### src/rtl/ifetch_prefetch_queue.sv
// Instruction-fetch front end: issues sequential word fetches to an in-order,
// variable-latency instruction memory and buffers returned {pc, instr} pairs
// in a small queue feeding the IF/ID register. Taken branches flush the queue
// and every response still in flight is discarded as it arrives.
module ifetch_prefetch_queue #(
  parameter int                 NB_ADDR  = 32,
  parameter int                 NB_INSTR = 32,
  parameter int                 DEPTH    = 4,
  parameter int                 MAX_OUT  = 2,
  parameter logic [NB_ADDR-1:0] RESET_PC = {NB_ADDR{1'b0}}
) (
  input  logic                i_clock,
  input  logic                i_reset,
  input  logic                i_branch_taken,
  input  logic [NB_ADDR-1:0]  i_branch_addr,
  input  logic                i_stall,
  output logic                o_imem_req_valid,
  output logic [NB_ADDR-1:0]  o_imem_req_addr,
  input  logic                i_imem_req_ready,
  input  logic                i_imem_rsp_valid,
  input  logic [NB_INSTR-1:0] i_imem_rsp_data,
  output logic                o_valid,
  output logic [NB_INSTR-1:0] o_instr,
  output logic [NB_ADDR-1:0]  o_pc
);

  localparam int PW = $clog2(DEPTH);
  localparam int CW = $clog2(DEPTH + 1);
  localparam int OW = $clog2(MAX_OUT + 1);
  localparam int TW = (MAX_OUT > 1) ? $clog2(MAX_OUT) : 1;
  localparam logic [NB_INSTR-1:0] NOP_INSTR = NB_INSTR'(32'h0000_0013);

  typedef enum logic [1:0] {
    S_BOOT     = 2'd0,
    S_RUN      = 2'd1,
    S_REDIRECT = 2'd2
  } state_t;

  state_t              state_q, state_d;
  logic [NB_ADDR-1:0]  fetch_pc_q, fetch_pc_d;
  logic [CW-1:0]       count_q, count_d;
  logic [PW-1:0]       wr_ptr_q, wr_ptr_d;
  logic [PW-1:0]       rd_ptr_q, rd_ptr_d;
  logic [OW-1:0]       outstanding_q, outstanding_d;
  logic [OW-1:0]       discard_q, discard_d;
  logic [TW-1:0]       tag_wr_q, tag_wr_d;
  logic [TW-1:0]       tag_rd_q, tag_rd_d;
  logic [NB_ADDR-1:0]  tag_pc_q [MAX_OUT];
  logic [NB_ADDR-1:0]  tag_pc_d [MAX_OUT];
  logic [NB_ADDR-1:0]  q_pc_q [DEPTH];
  logic [NB_ADDR-1:0]  q_pc_d [DEPTH];
  logic [NB_INSTR-1:0] q_instr_q [DEPTH];
  logic [NB_INSTR-1:0] q_instr_d [DEPTH];

  logic          req_valid_s;
  logic          req_fire_s;
  logic          rsp_keep_s;
  logic          pop_s;
  logic          head_valid_s;
  logic [CW:0]   occupancy_s;

  // PC-tag FIFO depth need not be a power of two, so wrap explicitly.
  function automatic logic [TW-1:0] tag_inc(input logic [TW-1:0] ptr);
    logic [TW-1:0] nxt;
    if (ptr == TW'(MAX_OUT - 1)) begin
      nxt = {TW{1'b0}};
    end else begin
      nxt = ptr + TW'(1);
    end
    return nxt;
  endfunction

  // Request gating and handshake qualifiers.
  always_comb begin
    head_valid_s = (count_q != {CW{1'b0}});
    occupancy_s  = (CW + 1)'(count_q) + (CW + 1)'(outstanding_q);
    req_valid_s  = (state_q == S_RUN) &&
                   (occupancy_s < (CW + 1)'(DEPTH)) &&
                   (outstanding_q < OW'(MAX_OUT)) &&
                   !i_branch_taken;
    req_fire_s   = req_valid_s && i_imem_req_ready;
    rsp_keep_s   = i_imem_rsp_valid && (discard_q == {OW{1'b0}});
    pop_s        = head_valid_s && !i_stall && !i_branch_taken;
  end

  // Fetch PC, outstanding/discard accounting and the PC-tag FIFO.
  always_comb begin
    fetch_pc_d    = fetch_pc_q;
    outstanding_d = outstanding_q;
    discard_d     = discard_q;
    tag_wr_d      = tag_wr_q;
    tag_rd_d      = tag_rd_q;
    tag_pc_d      = tag_pc_q;

    if (req_fire_s) begin
      tag_pc_d[tag_wr_q] = fetch_pc_q;
      tag_wr_d           = tag_inc(tag_wr_q);
    end else begin
      tag_wr_d = tag_wr_q;
    end

    if (i_imem_rsp_valid) begin
      tag_rd_d = tag_inc(tag_rd_q);
    end else begin
      tag_rd_d = tag_rd_q;
    end

    case ({req_fire_s, i_imem_rsp_valid})
      2'b10:   outstanding_d = outstanding_q + OW'(1);
      2'b01:   outstanding_d = outstanding_q - OW'(1);
      default: outstanding_d = outstanding_q;
    endcase

    if (i_branch_taken) begin
      fetch_pc_d = {i_branch_addr[NB_ADDR-1:2], 2'b00};
      // Everything still in flight after this cycle is stale.
      discard_d  = outstanding_d;
    end else begin
      if (req_fire_s) begin
        fetch_pc_d = fetch_pc_q + NB_ADDR'(4);
      end else begin
        fetch_pc_d = fetch_pc_q;
      end
      if (i_imem_rsp_valid && (discard_q != {OW{1'b0}})) begin
        discard_d = discard_q - OW'(1);
      end else begin
        discard_d = discard_q;
      end
    end
  end

  // Prefetch queue pointers, occupancy and storage; flush wins over push/pop.
  always_comb begin
    wr_ptr_d  = wr_ptr_q;
    rd_ptr_d  = rd_ptr_q;
    count_d   = count_q;
    q_pc_d    = q_pc_q;
    q_instr_d = q_instr_q;

    if (i_branch_taken) begin
      wr_ptr_d = {PW{1'b0}};
      rd_ptr_d = {PW{1'b0}};
      count_d  = {CW{1'b0}};
    end else begin
      if (rsp_keep_s) begin
        q_pc_d[wr_ptr_q]    = tag_pc_q[tag_rd_q];
        q_instr_d[wr_ptr_q] = i_imem_rsp_data;
        wr_ptr_d            = wr_ptr_q + PW'(1);
      end else begin
        wr_ptr_d = wr_ptr_q;
      end
      if (pop_s) begin
        rd_ptr_d = rd_ptr_q + PW'(1);
      end else begin
        rd_ptr_d = rd_ptr_q;
      end
      case ({rsp_keep_s, pop_s})
        2'b10:   count_d = count_q + CW'(1);
        2'b01:   count_d = count_q - CW'(1);
        default: count_d = count_q;
      endcase
    end
  end

  // Next-state logic for boot / run / redirect.
  always_comb begin
    state_d = state_q;
    if (i_branch_taken) begin
      if (discard_d != {OW{1'b0}}) begin
        state_d = S_REDIRECT;
      end else begin
        state_d = S_RUN;
      end
    end else begin
      case (state_q)
        S_BOOT:  state_d = S_RUN;
        S_RUN:   state_d = S_RUN;
        S_REDIRECT: begin
          if (discard_d == {OW{1'b0}}) begin
            state_d = S_RUN;
          end else begin
            state_d = S_REDIRECT;
          end
        end
        default: state_d = S_BOOT;
      endcase
    end
  end

  // Control state register with synchronous reset.
  always_ff @(posedge i_clock) begin
    if (i_reset) begin
      state_q       <= S_BOOT;
      fetch_pc_q    <= RESET_PC;
      count_q       <= {CW{1'b0}};
      wr_ptr_q      <= {PW{1'b0}};
      rd_ptr_q      <= {PW{1'b0}};
      outstanding_q <= {OW{1'b0}};
      discard_q     <= {OW{1'b0}};
      tag_wr_q      <= {TW{1'b0}};
      tag_rd_q      <= {TW{1'b0}};
    end else begin
      state_q       <= state_d;
      fetch_pc_q    <= fetch_pc_d;
      count_q       <= count_d;
      wr_ptr_q      <= wr_ptr_d;
      rd_ptr_q      <= rd_ptr_d;
      outstanding_q <= outstanding_d;
      discard_q     <= discard_d;
      tag_wr_q      <= tag_wr_d;
      tag_rd_q      <= tag_rd_d;
    end
  end

  // Data storage needs no reset: occupancy is tracked by the pointers.
  always_ff @(posedge i_clock) begin
    tag_pc_q  <= tag_pc_d;
    q_pc_q    <= q_pc_d;
    q_instr_q <= q_instr_d;
  end

  // Outputs are taken only from flops, never from the imem response.
  always_comb begin
    o_imem_req_valid = req_valid_s;
    o_imem_req_addr  = fetch_pc_q;
    o_valid          = head_valid_s;
    if (head_valid_s) begin
      o_instr = q_instr_q[rd_ptr_q];
      o_pc    = q_pc_q[rd_ptr_q];
    end else begin
      o_instr = NOP_INSTR;
      o_pc    = {NB_ADDR{1'b0}};
    end
  end

endmodule

### config.mk
export PLATFORM = sky130hd
export DESIGN_NAME = ifetch_prefetch_queue
export DESIGN_NICKNAME = d
export VERILOG_FILES = /design/src/rtl/ifetch_prefetch_queue.sv
export SDC_FILE = /design/constraint.sdc
export NUM_CORES = 1
export LEC_CHECK = 0
export CAP_MARGIN = 20
export CORE_UTILIZATION = 60
export CTS_BUF_LIST = sky130_fd_sc_hd__clkbuf_16
export CTS_CLUSTER_DIAMETER = 200
export DETAILED_ROUTE_END_ITERATION = 16
export PLACE_DENSITY = 0.85
export SLEW_MARGIN = 20
export SYNTH_ARGS = -nofsm -noshare
export SYNTH_HDL_FRONTEND = slang
export SYNTH_SLANG_ARGS = --single-unit
### constraint.sdc
create_clock -name i_clock -period 9.84 [get_ports i_clock]
set_input_delay 2.46 -clock i_clock [delete_from_list [all_inputs] [get_ports i_clock]]
set_output_delay 2.46 -clock i_clock [all_outputs]
set_load 0.005 [all_outputs]
; ---- Word level (Yosys, flattened, before mapping)
; Index checks and enable logic that the tools add are counted.
[totals]
reg_bits = 367
output_inout_bits = 98
elab_cells = 103
[classes]
addsub = 11
magnitude_cmp = 8
eq_ne = 6
mux = 30
n_bitwise = 5
n_reduce_logical = 23
[op_table]
columns = op, count
row1 = $mux W32, 13
row2 = $bwmux W128, 2
row3 = $bmux W32 S2, 2
row4 = $bwmux W64, 1
row5 = $demux W32 S2, 1
row6 = $add A32 B3 Y32 const B, 1
row7 = $demux W32 S1, 1
row8 = $logic_and A1 B1 Y1, 10
row9 = $mux W2, 5
row10 = $pmux W2 S2, 2
row11 = $reduce_bool A2 Y1, 4
row12 = $add A2 B1 Y2 const B, 3
row13 = $eq A2 B1 Y1 const B, 3
row14 = $eq A2 B2 Y1 const B, 3
row15 = $ge A3 B3 Y1 const B, 2
row16 = $logic_not A2 Y1, 3
row17 = $not A2 Y3, 2
row18 = $pmux W3 S2, 1
row19 = $add A3 B2 Y4, 1
row20 = $ge A2 B2 Y1 const B, 2
row21 = $lt A4 B3 Y1 const B, 1
row22 = $not A1 Y2, 2
row23 = $reduce_or A2 Y1, 2
row24 = $sub A2 B1 Y2 const B, 2
row25 = 11 further kinds, 14

; ---- Depth between registers and ports, before layout
; Gate-level depths: netlist of run 1.
[depth]
depth_word = 13
ltp_mapped = 12
depth_no_buf = 10

; ---- Worst setup path after synthesis of run 1
; OpenSTA, ideal clock, no wires.
[synth_path]
path_kind = input-to-output
from = input i_branch_taken
to = output o_imem_req_valid
t_arrival_ns = 2.948
slack_ns = 4.432
path_stages = 3
path_cell_list = clkbuf_1 -> nor2b_1 -> and3_1
[synth_via]
elab_chain_len = 2
[synth_lines]
columns = element, line
row1 = start: declaration, 14  ; input logic i_branch_taken,
row2 = $logic_not A1 Y1, 80  ; !i_branch_taken;
row3 = $logic_and A1 B1 Y1, 79  ; (outstanding_q < OW'(MAX_OUT)) &&
row4 = end: declaration, 17  ; output logic o_imem_req_valid,
; Every way passes these cells.

; ---- Worst setup path after layout of run 1
; Ends and elaborated chain as after synthesis.

==> results_dict.tcl, run 1 <==
set metrics [dict create \
    cts_buffers 35 \
    fin_nets 1061 \
    maxCapViolCount 0 \
    wirelength_um 28200 \
    synthCells 812 \
    avgRoutedWirePerCell_um 21.4 \
    hold_violations 0 \
    cts_hold_buffers 0 \
    synth_seq_cells 353 \
    grt_use_total 0.240 \
    crit_type "in2out" \
    placed_cells 1256 \
    arrival_ps 4110 \
    yosysMostFrequentCell "edfxtp_1" \
    diodes 0 \
    synthTopCellsByArea "edfxtp_1 66%, mux4_2 9.9%, dfxtp_1 6.4%, nor2b_1 2.8%, mux2_2 2.8%" \
    clockBufferDepth 3 \
    drt-pass1-iter-count 5 \
    dp_hpwl_um 16700 \
    dr.first_iter.drc_count 609 \
    final.setup_skew_ps 15.7 \
    setup_violations 0 \
    yosys.area.top_type "edfxtp_1" \
    vias_per_cell 5.92 \
    fillers 1348 \
    grt_start_max_net_pins 63 \
    hold_depth 2 \
    fin_cells 1320 \
    placement_rows 55 \
    finalMaxSlewViolations 0 \
    ys_seq_area_frac 0.720 \
    area_growth_pct 21.7 \
    syn-cell-area_sq_mm 0.0141 \
    outcome "finished clean" \
    clk_latency_ps 510 \
    route.detailed.drc 0 \
    synthFlopType "edfxtp_1" \
    numClockSinks 353 \
    antenna_found_initial 1 \
    fin_crit_ps 6570 \
    grt_pass1_vias 7872 \
    ant_nets 0 \
    final_layout_size_suffix_gt1_frac 0.172 \
    post_cts_resized 0 \
    hold_path.class "reg2reg" \
    rsz0062_at_grt "false" \
    core_area_sq_mm 0.0228 \
    required_ps 7380 \
    p_per_area_mw_per_mm2 187 \
    vias 7812 \
    worst_pin_slew_ps 1000 \
    end_kind "output port" \
    dieWidth_um 155 \
    grt_pass1_wl_um 43400 \
    initial_utilization 0.617 \
    die_y_um 155 \
    ios 168 \
    cts_tree "built" \
    port-buffer-count 161 \
    ys_top_cells_by_count "308 x edfxtp_1, 63 x nor2b_1, 62 x mux4_2" \
    path_max_fanout 35 \
    crit_path_start_kind "input pin" \
    yosysWarnings 0 \
    peakVddDrop_mv 0.144 \
    synth_cell_types 47 \
    globalplace.congestion 0.805 \
    synth_top_cell_area_share 0.656 \
    synth_area_per_cell_sq_um 17.4 \
    globalRoute.totalOverflow 0 \
    finalCritPeriodShare 0.668 \
    clock.fmax_ghz 0.152 \
    cts.reportedPaths.clkPinSlew_ps 60 \
    total_leakage_power_nw 5.48 \
    synth_edf_count 308 \
    htreeDepth 2 \
    async_reset_ff_frac 0 \
    slew_headroom 0.331 \
    multi_input_comb_area_sq_mm 0.00374 \
    root_buffer "clkbuf_16" \
    seqCellArea_sq_mm 0.0102 \
    ff2ff_path_depth 9 \
    die-area_sq_mm 0.0241 \
    cts_setup_buffers 0 \
    setup_tns_ps 0 \
]
==> critical path, cell delays in order <==
cell and delay [ps]:
clkdlybuf4s50_1 390, buf_4 260, nor2b_1 230, and3_1 210, clkdlybuf4s50_1 550
==> routing by layer <==
metal,share of wire,global-route usage
met1,0.41,0.320
met2,0.49,0.401
met4,0.024,0.0794
met3,0.072,0.0471
met5,0.00046,0
==> stage by stage <==
stage / hold slack [ps] / instance area, sq um / util / setup slack, ps / power, mW
after CTS: 522 / 17100 / 0.750 / 3270 / 3.22
after global routing: 539 / 17200 / 0.751 / 3190 / 3.30
after global placement: 484 / 16000 / 0.701 / 3320 / 1.95
after floorplan: 469 / 14100 / - / 4430 / 1.84
final: 523 / 17200 / 0.751 / 3270 / 3.21
after detailed placement: 502 / 16000 / 0.701 / 3260 / 1.96
==> worst paths after layout <==
path	start	endpoint	slack, ps
hold / removal	wr_ptr_q[1]	wr_ptr_q[1]	520
setup / recovery	i_branch_taken	o_imem_req_valid	3270
hold reg to reg	wr_ptr_q[1]	wr_ptr_q[1]	520
setup reg to reg	count_q[1]	state_q[0]	6470
==> power breakdown <==
group	internal, mW	switching (mW)
clock network	0.756	0.524
logic	0.121	0.105
registers	1.67	0.0280
==> cell type report <==
| type | count | area share |
|---|---|---|
| clock buffer | 37 | 0.0540 |
| multi-input combinational | 406 | 0.218 |
| clock inverter | 26 | 0.0111 |
| inverter | 14 | 0.00306 |
| sequential | 353 | 0.592 |
| timing repair buffer | 171 | 0.0995 |
| tap | 313 | 0.0228 |
==> cells by family after synthesis <==
family,after synthesis,share of synthesized area
AO/OA/AOI/OAI,73,0.0345
XOR/XNOR,18,0.0112
adder cells (fa/ha/maj),10,0.00941
buffers and inverters,56,0.0168
flip-flops,353,0.720
multiplexers,97,0.127
other,1,0.000266
AND/OR/NAND/NOR,204,0.0806
==> flip-flops by register name, indices dropped and copies added (netlist names) <==
signal / flops
q_instr_q: 128
q_pc_q: 120
tag_pc_q: 60
o_imem_req_addr: 30
count_q: 3
discard_q: 2
outstanding_q: 2
rd_ptr_q: 2
state_q: 2
wr_ptr_q: 2
tag_rd_q: 1
tag_wr_q: 1
==> cell usage in the layout (no fill, tap or decap), types with 3 or more instances in the layout <==
cell,netlist,final
a211oi_1,5,5
a21oi_1,19,19
a221oi_1,3,3
a22oi_1,4,4
a311oi_1,7,7
a31oi_1,8,8
and2_1,17,13
and2_4,0,4
and3_1,9,9
and4_1,5,5
buf_4,4,9
bufinv_16,0,3
clkbuf_16,0,37
clkdlybuf4s50_1,0,161
clkinv_1,0,3
clkinv_2,0,5
conb_1,1,4
dfxtp_1,45,43
edfxtp_1,308,308
ha_1,9,9
inv_1,12,25
mux2_2,35,35
mux4_2,62,62
nand2_1,37,37
nand3_1,11,11
nand4_1,7,7
nor2_1,27,26
nor2b_1,63,63
nor3_1,5,4
nor4_1,7,7
nor4_2,3,3
o21ai_0,14,14
o31a_1,4,4
or2_2,4,4
or3_1,6,6
xnor2_1,11,11
xor2_1,7,7
(Power assumes the default switching activity.)
==> inputs of run 2 (changes only) <==
--- a/config.mk
+++ b/config.mk
@@ -6,11 +6,11 @@
 export NUM_CORES = 1
 export LEC_CHECK = 0
 export CAP_MARGIN = 20
-export CORE_UTILIZATION = 60
+export CORE_UTILIZATION = 56
 export CTS_BUF_LIST = sky130_fd_sc_hd__clkbuf_16
 export CTS_CLUSTER_DIAMETER = 200
 export DETAILED_ROUTE_END_ITERATION = 16
-export PLACE_DENSITY = 0.85
+export PLACE_DENSITY = 0.8
 export SLEW_MARGIN = 20
 export SYNTH_ARGS = -nofsm -noshare
 export SYNTH_HDL_FRONTEND = slang
==> constraint.sdc (replaced) <==
create_clock -name i_clock -period 6.1 [get_ports i_clock]
set_input_delay 1.525 -clock i_clock [delete_from_list [all_inputs] [get_ports i_clock]]
set_output_delay 1.525 -clock i_clock [all_outputs]
set_load 0.005 [all_outputs]
==> run 2 against run 1 <==
  * Wire length shrank 5.2%
  * Register-to-register slack lost 3200 ps
  * Worst setup slack lost 1800 ps
  * Final cell count grew 1.1%
  * Core utilization shrank 5.1 points
==> results_dict.tcl, run 2 (same netlist as run 1, synthesis figures left out) <==
set metrics [dict create \
    dp_hpwl_um 15500 \
    grt_pass1_wl_um 42100 \
    finalMaxSlewViolations 0 \
    htreeDepth 2 \
    total_leakage_power_nw 5.48 \
    numClockSinks 353 \
    initial_utilization 0.574 \
    path_buf_inv 2 \
    final_util 0.700 \
    clockBufferDepth 3 \
    pre_cts_ws_ps 1710 \
    ff2ff_path_depth 9 \
    fillers 1613 \
    maxCapViolCount 0 \
    dpl_cell_area_sq_mm 0.0160 \
    finalCritPeriodShare 0.756 \
    vias 7673 \
    core_area_sq_mm 0.0245 \
    ant_nets 0 \
    path_cells "buf_4 -> mux4_2 -> nor2b_1 -> clkdlybuf4s50_1" \
    power_mw 5.17 \
    root_buffer "clkbuf_16" \
    fin_cells 1335 \
    peakVddDrop_mv 0.147 \
    met2WireLength_um 12800 \
    clock.fmax_ghz 0.217 \
    met1_length_um 11700 \
    placement_rows 57 \
    final.setup_skew_ps 21.4 \
    final_layout_size_suffix_gt1_frac 0.174 \
    cts_setup_buffers 0 \
    port-buffer-count 161 \
    route.detailed.drc 0 \
    diodes 0 \
    crit_path_start_kind "flip-flop" \
    fin_area_sq_mm 0.0172 \
    dieWidth_um 161 \
    regMostFlops "q_instr_q" \
    cp_slowest_stage_delay_ps 850 \
    r2r_slack_ps 3300 \
    final_common_cell "edfxtp_1" \
    grt_start_max_net_pins 64 \
    die-area_sq_mm 0.0258 \
    required_ps 4580 \
    globalRoute.totalOverflow 0 \
    post_cts_resized 0 \
    top_regs "q_instr_q: 128 flops, q_pc_q: 120 flops, tag_pc_q: 60 flops" \
    end_kind "output port" \
    path_max_fanout 39 \
    antenna_found_initial 0 \
    cts_hold_buffers 0 \
    wirelength_um 26800 \
    area_growth_pct 21.9 \
    hold_path.class "reg2reg" \
    p_per_area_mw_per_mm2 301 \
    avgRoutedWirePerCell_um 20.1 \
    rsz0062_at_grt "false" \
    grt_pass1_vias 7888 \
    vias_per_cell 5.75 \
    crit_type "reg2out" \
    cts_buffers 37 \
    hold_violations 0 \
    ios 168 \
    met3_length_um 1780 \
    top_layer_used "met4" \
    worst_pin_slew_ps 980 \
    arrival_ps 3090 \
    setup_violations 0 \
    final_cell_mix "308 x edfxtp_1, 161 x clkdlybuf4s50_1, 63 x nor2b_1, 62 x mux4_2, 43 x dfxtp_1" \
    cts_tree "built" \
    fin_crit_ps 4610 \
    globalplace.congestion 0.836 \
    largest_reg_flops 128 \
    worst_path_max_delay_cell "dfxtp_4" \
    slew_headroom 0.347 \
    grt_use_total 0.212 \
    outcome "finished clean" \
    setup_tns_ps 0 \
    clk_latency_ps 510 \
    fin_nets 1063 \
    drt-pass1-iter-count 5 \
    hold-worst-slack_ps 509 \
    crit_cells 4 \
    dr.first_iter.drc_count 575 \
    die_y_um 161 \
    hold_depth 2 \
    placed_cells 1268 \
    cts.reportedPaths.clkPinSlew_ps 60 \
    fin_ws_ps 1490 \
    crit_family "buffers and inverters" \
]
==> run 2: path summary, 6_finish.rpt <==
check,endpoint,startpoint
setup / recovery,o_pc[17],rd_ptr_q[0]
hold / removal,wr_ptr_q[1],wr_ptr_q[1]
setup reg to reg,state_q[0],count_q[1]
hold reg to reg,wr_ptr_q[1],wr_ptr_q[1]
==> run 2: power breakdown <==
group | switching (mW) | internal (mW) | leakage [nW]
combinational | 0.166 | 0.195 | 1.70
clock | 0.869 | 1.20 | 0.601
sequential | 0.0446 | 2.70 | 3.18
total | 1.08 | 4.09 | 5.48
==> run 2: worst min-delay path: stages, from the launching register on <==
cell	delay [ps]
dfxtp_1	340
nand2_1	60
a21oi_1	60
==> run 2: metal layers <==
metal,GRT usage,up-vias
li1,-,3519
met1,0.291,3809
met2,0.345,291
met3,0.0436,54
met4,0.0671,0
met5,0,-
==> run 2: area by class of cell <==
type,instances,area (sq um),share of cell area
multi-input cells,406,3740,0.218
clock inverters,28,160,0.00933
inverters,14,52.6,0.00306
clock buffers,39,976,0.0568
flip-flops and latches,353,10200,0.591
well taps,324,405,0.0236
repair buffers,171,1690,0.0982
